--- config.mk ---
export PLATFORM = sky130hd
export DESIGN_NAME = wb_scoreboard
export DESIGN_NICKNAME = d
export VERILOG_FILES = /design/src/rtl/wb_scoreboard_pkg.sv /design/src/rtl/wb_trace_fifo.sv /design/src/rtl/wb_scoreboard.sv
export SDC_FILE = /design/constraint.sdc
export NUM_CORES = 2
export LEC_CHECK = 0
export CAP_MARGIN = 5
export CELL_PAD_IN_SITES_DETAIL_PLACEMENT = 1
export CELL_PAD_IN_SITES_GLOBAL_PLACEMENT = 2
export CORE_MARGIN = 3
export CORE_UTILIZATION = 45
export CTS_CLUSTER_DIAMETER = 150
export DETAILED_ROUTE_END_ITERATION = 7
export DONT_BUFFER_PORTS = 1
export GPL_ROUTABILITY_DRIVEN = 0
export MAX_ROUTING_LAYER = met4
export PLACE_DENSITY = 0.81
export REMOVE_ABC_BUFFERS = 1
export SLEW_MARGIN = 20
export SYNTH_ARGS = -nofsm -noshare
export SYNTH_HDL_FRONTEND = slang
export SYNTH_SLANG_ARGS = --single-unit
--- constraint.sdc ---
create_clock -name clk -period 4.7 [get_ports clk]
set_input_delay 0.47 -clock clk [delete_from_list [all_inputs] [get_ports clk]]
set_output_delay 0.47 -clock clk [all_outputs]
set_load 0.05 [all_outputs]
--- src/rtl/wb_scoreboard_pkg.sv ---
// Shared types and helpers for the writeback scoreboard: FSM state encoding,
// index-width derivation and write-enable population count.
package wb_scoreboard_pkg;

  typedef enum logic [1:0] {
    ST_IDLE  = 2'd0,
    ST_RUN   = 2'd1,
    ST_CHECK = 2'd2,
    ST_DONE  = 2'd3
  } state_e;

  localparam int unsigned POP_W = 6;

  // Index width for n entries, never below one bit
  function automatic int unsigned aw_of(input int unsigned n);
    return (n <= 2) ? 1 : $clog2(n);
  endfunction

  function automatic logic [POP_W-1:0] popcount(input logic [31:0] v);
    logic [POP_W-1:0] cnt;
    cnt = '0;
    for (int i = 0; i < 32; i++) cnt = cnt + POP_W'(v[i]);
    return cnt;
  endfunction

endpackage

--- src/rtl/wb_trace_fifo.sv ---
// Circular trace buffer of {addr,data} entries; a push into a full buffer
// overwrites the oldest entry and raises the sticky overflow flag.
module wb_trace_fifo
  import wb_scoreboard_pkg::*;
#(
  parameter int unsigned AW     = 4,
  parameter int unsigned DATA_W = 32,
  parameter int unsigned DEPTH  = 8,
  localparam int unsigned PW    = aw_of(DEPTH)
) (
  input  logic              clk,
  input  logic              reset,
  input  logic              clear,
  input  logic              push,
  input  logic [AW-1:0]     push_addr,
  input  logic [DATA_W-1:0] push_data,
  input  logic              drop,
  input  logic              pop,
  output logic              valid,
  output logic [AW-1:0]     head_addr,
  output logic [DATA_W-1:0] head_data,
  output logic              ovf
);

  logic [AW-1:0]     mem_addr_q [DEPTH];
  logic [DATA_W-1:0] mem_data_q [DEPTH];
  logic [PW-1:0]     wr_ptr_q, rd_ptr_q;
  logic [PW:0]       count_q, count_d;
  logic              valid_q, ovf_q;
  logic              do_pop, full, overwrite;

  assign full = (count_q == (PW+1)'(DEPTH));

  always_comb begin
    do_pop    = pop && valid_q;
    overwrite = push && full && !do_pop;
    count_d   = count_q;
    if (push && !do_pop && !full) count_d = count_q + (PW+1)'(1);
    else if (!push && do_pop)     count_d = count_q - (PW+1)'(1);
  end

  always_ff @(posedge clk) begin
    if (reset || clear) begin
      wr_ptr_q <= '0;
      rd_ptr_q <= '0;
      count_q  <= '0;
      valid_q  <= 1'b0;
      ovf_q    <= 1'b0;
    end else begin
      if (push) wr_ptr_q <= wr_ptr_q + PW'(1);
      if (do_pop || overwrite) rd_ptr_q <= rd_ptr_q + PW'(1);
      count_q <= count_d;
      valid_q <= (count_d != '0);
      if (overwrite || drop) ovf_q <= 1'b1;
    end
  end

  // Storage needs no reset; occupancy is tracked by the pointers
  always_ff @(posedge clk) begin
    if (push) begin
      mem_addr_q[wr_ptr_q] <= push_addr;
      mem_data_q[wr_ptr_q] <= push_data;
    end
  end

  assign valid     = valid_q;
  assign ovf       = ovf_q;
  assign head_addr = mem_addr_q[rd_ptr_q];
  assign head_data = mem_data_q[rd_ptr_q];

endmodule

--- src/rtl/wb_scoreboard.sv ---
// Writeback scoreboard: snoops NWP regfile write ports into a shadow file, runs a
// watchdog, then compares the shadow against a preloaded expected table.
// Optional write trace FIFO enabled by defining WB_TRACE_EN.
module wb_scoreboard
  import wb_scoreboard_pkg::*;
#(
  parameter int unsigned DATA_W      = 32,
  parameter int unsigned NREGS       = 16,
  parameter int unsigned NWP         = 2,
  parameter int unsigned TIMEOUT     = 2500,
  parameter int unsigned TRACE_DEPTH = 8,
  localparam int unsigned AW         = aw_of(NREGS)
) (
  input  logic                  clk,
  input  logic                  reset,
  input  logic                  start,
  input  logic                  halt,
  input  logic [NWP-1:0]        we,
  input  logic [NWP*AW-1:0]     wa,
  input  logic [NWP*DATA_W-1:0] wd,
  input  logic                  exp_we,
  input  logic [AW-1:0]         exp_addr,
  input  logic [DATA_W-1:0]     exp_data,
  output logic                  busy,
  output logic                  done,
  output logic                  pass,
  output logic                  timeout,
  output logic [AW-1:0]         mism_reg,
  output logic [DATA_W-1:0]     mism_got,
  output logic [31:0]           wb_count,
  output logic                  tr_valid,
  input  logic                  tr_ready,
  output logic [AW-1:0]         tr_addr,
  output logic [DATA_W-1:0]     tr_data,
  output logic                  tr_ovf
);

  localparam int unsigned WD_W = $clog2(TIMEOUT) + 1;

  state_e            state_q;
  logic              busy_q, done_q, pass_q, timeout_q;
  logic [AW-1:0]     mism_reg_q, idx_q;
  logic [DATA_W-1:0] mism_got_q;
  logic [31:0]       wb_count_q, wb_count_d;
  logic [WD_W-1:0]   wdog_q;
  logic [DATA_W-1:0] shadow_q [NREGS];
  logic [DATA_W-1:0] exp_q    [NREGS];
  logic [NREGS-1:0]  exp_vld_q;
  logic [32:0]       wb_sum;
  logic              run_start, in_run, chk_mism, chk_last;

  assign run_start = start && (state_q == ST_IDLE || state_q == ST_DONE);
  assign in_run    = (state_q == ST_RUN);
  assign chk_mism  = exp_vld_q[idx_q] && (shadow_q[idx_q] != exp_q[idx_q]);
  assign chk_last  = (idx_q == AW'(NREGS - 1));

  // Saturating retired-write counter
  assign wb_sum     = {1'b0, wb_count_q} + 33'(popcount(32'(we)));
  assign wb_count_d = wb_sum[32] ? 32'hFFFF_FFFF : wb_sum[31:0];

  always_ff @(posedge clk) begin
    if (reset) begin
      state_q    <= ST_IDLE;
      busy_q     <= 1'b0;
      done_q     <= 1'b0;
      pass_q     <= 1'b0;
      timeout_q  <= 1'b0;
      mism_reg_q <= '0;
      mism_got_q <= '0;
      wb_count_q <= '0;
      wdog_q     <= '0;
      idx_q      <= '0;
    end else begin
      unique case (state_q)
        ST_IDLE, ST_DONE: begin
          if (start) begin
            state_q    <= ST_RUN;
            busy_q     <= 1'b1;
            done_q     <= 1'b0;
            pass_q     <= 1'b0;
            timeout_q  <= 1'b0;
            mism_reg_q <= '0;
            mism_got_q <= '0;
            wb_count_q <= '0;
            wdog_q     <= '0;
            idx_q      <= '0;
          end
        end
        ST_RUN: begin
          wb_count_q <= wb_count_d;
          wdog_q     <= wdog_q + WD_W'(1);
          // halt takes priority over a same-cycle watchdog expiry
          if (halt) begin
            state_q <= ST_CHECK;
          end else if (wdog_q == WD_W'(TIMEOUT - 1)) begin
            state_q   <= ST_DONE;
            busy_q    <= 1'b0;
            done_q    <= 1'b1;
            timeout_q <= 1'b1;
            pass_q    <= 1'b0;
          end
        end
        ST_CHECK: begin
          if (chk_mism) begin
            state_q    <= ST_DONE;
            busy_q     <= 1'b0;
            done_q     <= 1'b1;
            pass_q     <= 1'b0;
            mism_reg_q <= idx_q;
            mism_got_q <= shadow_q[idx_q];
          end else if (chk_last) begin
            state_q <= ST_DONE;
            busy_q  <= 1'b0;
            done_q  <= 1'b1;
            pass_q  <= 1'b1;
          end else begin
            idx_q <= idx_q + AW'(1);
          end
        end
        default: state_q <= ST_IDLE;
      endcase
    end
  end

  // Shadow file; later ports override earlier ones on an address collision
  always_ff @(posedge clk) begin
    if (reset || run_start) begin
      for (int r = 0; r < NREGS; r++) shadow_q[r] <= '0;
    end else if (in_run) begin
      for (int p = 0; p < NWP; p++) begin
        if (we[p]) shadow_q[wa[p*AW +: AW]] <= wd[p*DATA_W +: DATA_W];
      end
    end
  end

  always_ff @(posedge clk) begin
    if (reset) exp_vld_q <= '0;
    else if (exp_we && state_q == ST_IDLE) exp_vld_q[exp_addr] <= 1'b1;
  end

  always_ff @(posedge clk) begin
    if (exp_we && state_q == ST_IDLE) exp_q[exp_addr] <= exp_data;
  end

  assign busy     = busy_q;
  assign done     = done_q;
  assign pass     = pass_q;
  assign timeout  = timeout_q;
  assign mism_reg = mism_reg_q;
  assign mism_got = mism_got_q;
  assign wb_count = wb_count_q;

`ifdef WB_TRACE_EN
  logic              tr_push, tr_drop;
  logic [AW-1:0]     tr_push_addr;
  logic [DATA_W-1:0] tr_push_data;

  // Lowest enabled port is traced; any other enabled port that cycle is dropped
  always_comb begin
    tr_push      = 1'b0;
    tr_drop      = 1'b0;
    tr_push_addr = '0;
    tr_push_data = '0;
    if (in_run) begin
      for (int p = 0; p < NWP; p++) begin
        if (we[p]) begin
          if (tr_push) begin
            tr_drop = 1'b1;
          end else begin
            tr_push      = 1'b1;
            tr_push_addr = wa[p*AW +: AW];
            tr_push_data = wd[p*DATA_W +: DATA_W];
          end
        end
      end
    end
  end

  wb_trace_fifo #(
    .AW     (AW),
    .DATA_W (DATA_W),
    .DEPTH  (TRACE_DEPTH)
  ) u_trace (
    .clk       (clk),
    .reset     (reset),
    .clear     (run_start),
    .push      (tr_push),
    .push_addr (tr_push_addr),
    .push_data (tr_push_data),
    .drop      (tr_drop),
    .pop       (tr_ready),
    .valid     (tr_valid),
    .head_addr (tr_addr),
    .head_data (tr_data),
    .ovf       (tr_ovf)
  );
`else
  localparam int unsigned unused_trace_depth = TRACE_DEPTH;
  logic unused_tr_ready;

  assign unused_tr_ready = tr_ready;
  assign tr_valid        = 1'b0;
  assign tr_addr         = '0;
  assign tr_data         = '0;
  assign tr_ovf          = 1'b0;
`endif

endmodule

==> results.toml <==
[job]
cap_viol_max_count = 0

[timing]
tns_ns = 0
relSlewSlack_pct = 14.9
finalSetupViolCount = 0
hold_viol = 0
slew_violations = 0
min_period_over_period_pct = 96.4
fin_crit_ns = 4.53
hold_ws_ns = 0.0486
fmax_ghz = 0.221
worstMarginPinSlew_ns = 1.27
clock_skew_ns = 0.0401
rsz0062_at_grt = "no"

[yosys]
avgSynthCellArea_sq_um = 15.7
async_flop_share_pct = 0
ys.flop_type = "edfxtp_1"
syn_inst = 3217
synth-seq-area-share_pct = 65.4
synth.yosys.warnings = 0
yosysTopAreaCell = "edfxtp_1"
ys_types = 65
synth_area_sq_um = 50400
synth_edf_count = 1024
yosysTopAreaCellShare_pct = 61.0
ys_ff_latch = 1135
synthTopCellsByArea = "edfxtp_1, a22o_1, mux4_2"

[die]
num_rows = 122
initial_core_util_pct = 45.5
dieHeight_um = 341
die_w_um = 341
coreArea_sq_um = 111000
io_pins = 226
die_area_sq_um = 116000

[global_route]
grt_pass1_wl_um = 237000
grtUsageTotal_pct = 28.8
grt_start_max_net_pins = 59
first_global_vias = 33800
grtUsageMet1_pct = 34.9
use_met3_pct = 4.97
top_usage_layer = "met2"
gr-total-overflow = 0
use_met2_pct = 48.5
antenna_found_initial = 12

[routing]
via_per_inst = 6.67
wirelength_um = 167000
ant_nets = 0
firstDrtPassIters = 6
wl_per_cell_um = 34.4
dr_total_vias = 32400
drtIter0Drc = 3750
route.detailed.drc = 0

[layout]
syn_to_final_growth_pct = 13.6
layout_common_cells = "edfxtp_1, a22o_1, mux4_2"
top_regs = "exp_q (512), shadow_q (512)"
final_common_cell = "edfxtp_1"
finalNetCount = 3377
fillers = 10400
utilization_pct = 51.7
drive_above_1_share_pct = 17.2
stdcell_area_sq_um = 57300

[clock_network]
cts.sink_count = 1135
cts_buffers = 115
clock_latency_ns = 0.74
clk_path_buf_depth = 3
htreeDepth = 3
cts_tree = "yes"
root_buffer = "clkbuf_16"
clk_pin_slew_ns = 0.06

[worst_setup_path]
arrival_ns = 5.15
critPathMaxFanout = 11
startpoint_type = "flop"
crit_path_top_delay_cell = "mux4_2"
critPathCaptureType = "flop"
critPathRequiredTime_ns = 5.32
crit_type = "flop to flop"
crit_top_cell = "buf_4"
path_cells = "buf_12 -> buf_4 -> mux4_2 -> mux4_2 -> a21o_1 -> a2111oi_2 -> nand4_1 -> or4_1 -> buf_4 -> o21ai_4 -> buf_4 -> a31oi_1 -> o21a_1"
cpPeakStageDelay_ns = 0.64

[power]
p_per_area_nw_per_um2 = 448
p_leak_nw = 19.1
power_mw = 25.6
ir_worst_vdd_v = 0.000304

[placed_design]
placed_cell_area_sq_um = 52000
place_hpwl_um = 95300
io_buffers = 0

[min_path]
hp-class = "primary input to flop"

[outcome]
status = "finished clean"
worst paths after layout:
| check | startpoint | endpoint | slack, ns | depth (start not counted) |
|---|---|---|---|---|
| setup / recovery | flop | state_q[0] | 0.17 | 13 |
| hold / removal | wd[60] | shadow_q[8][28] | 0.05 | 1 |
| setup reg to reg | flop | state_q[0] | 0.17 | 13 |
| hold reg to reg | exp_vld_q[8] | exp_vld_q[8] | 0.48 | 2 |
cell families after synthesis:
family | Yosys count | synth area share [%]
adders and majority gates | 7 | 0.189
xor gates and xnor gates | 31 | 0.539
buffers and inverters | 409 | 3.95
AOI/OAI and AO/OA | 865 | 13.8
DFF | 1135 | 65.4
other | 1 | 0.00744
muxes | 371 | 12.3
and+or+nand+nor | 398 | 3.74
worst max-delay path, delay by kind of cell (launching register included):
family,cells,cell delay [ns]
AOI/OAI and AO/OA,5,1.28
muxes,2,1.17
buffers and inverters,4,0.81
and+or+nand+nor,2,0.69
DFF,1,0.42
report_power, final:
part | internal (mW) | leakage [nW] | switching [mW] | total (mW)
combinational | 1.20 | 6.17 | 2.55 | 3.75
sequential | 12.3 | 11.1 | 0.368 | 12.7
clock | 5.19 | 1.81 | 3.98 | 9.16
total | 18.7 | 19.1 | 6.89 | 25.6
synth_stat cells, types with 47 or more instances:
cell type     n
a21oi_1      62
a221oi_1     69
a22o_1      553
buf_1        69
buf_4        47
clkbuf_1    227
dfxtp_1     111
edfxtp_1   1024
mux2i_1     174
mux4_2      190
nand2_1      99
nor2_1      128
o21ai_0      93
timing repair:
action | in CTS | in global routing
hold endpoints to repair | 1083 | 0
hold buffers | 130 | 0
gates resized for setup | 2 | 3
gates cloned | 0 | 3
pin swaps | 0 | 3
buffers inserted | 0 | 6
setup endpoints to repair | 44 | 46
through the flow:
step | setup slack [ns] | instances
after floorplan | -12.27 | 2860
after global placement | 0.0446 | 4485
after detailed placement | -0.0925 | 4485
after CTS | 0.0752 | 4825
after global routing | 0.0153 | 4845
final | 0.170 | 4854
routing by layer:
metal | vias up | routed length [um]
li1 | 13100 | -
met1 | 17000 | 60600
met2 | 1849 | 84700
met3 | 406 | 15000
met4 | 0 | 6870
met5 | - | 0
cell type report:
type | count | area [sq um] | share of cell area, %
multi-input cells | 1713 | 16000 | 27.9
flip-flops and latches | 1135 | 33000 | 57.6
clock inverters | 66 | 726 | 1.27
well taps | 1488 | 1860 | 3.25
clock buffers | 144 | 3000 | 5.23
repair buffers | 274 | 2620 | 4.57
inverters | 15 | 58.8 | 0.103
diodes | 19 | 47.5 | 0.0830
Power figures use the tool's default switching activity.
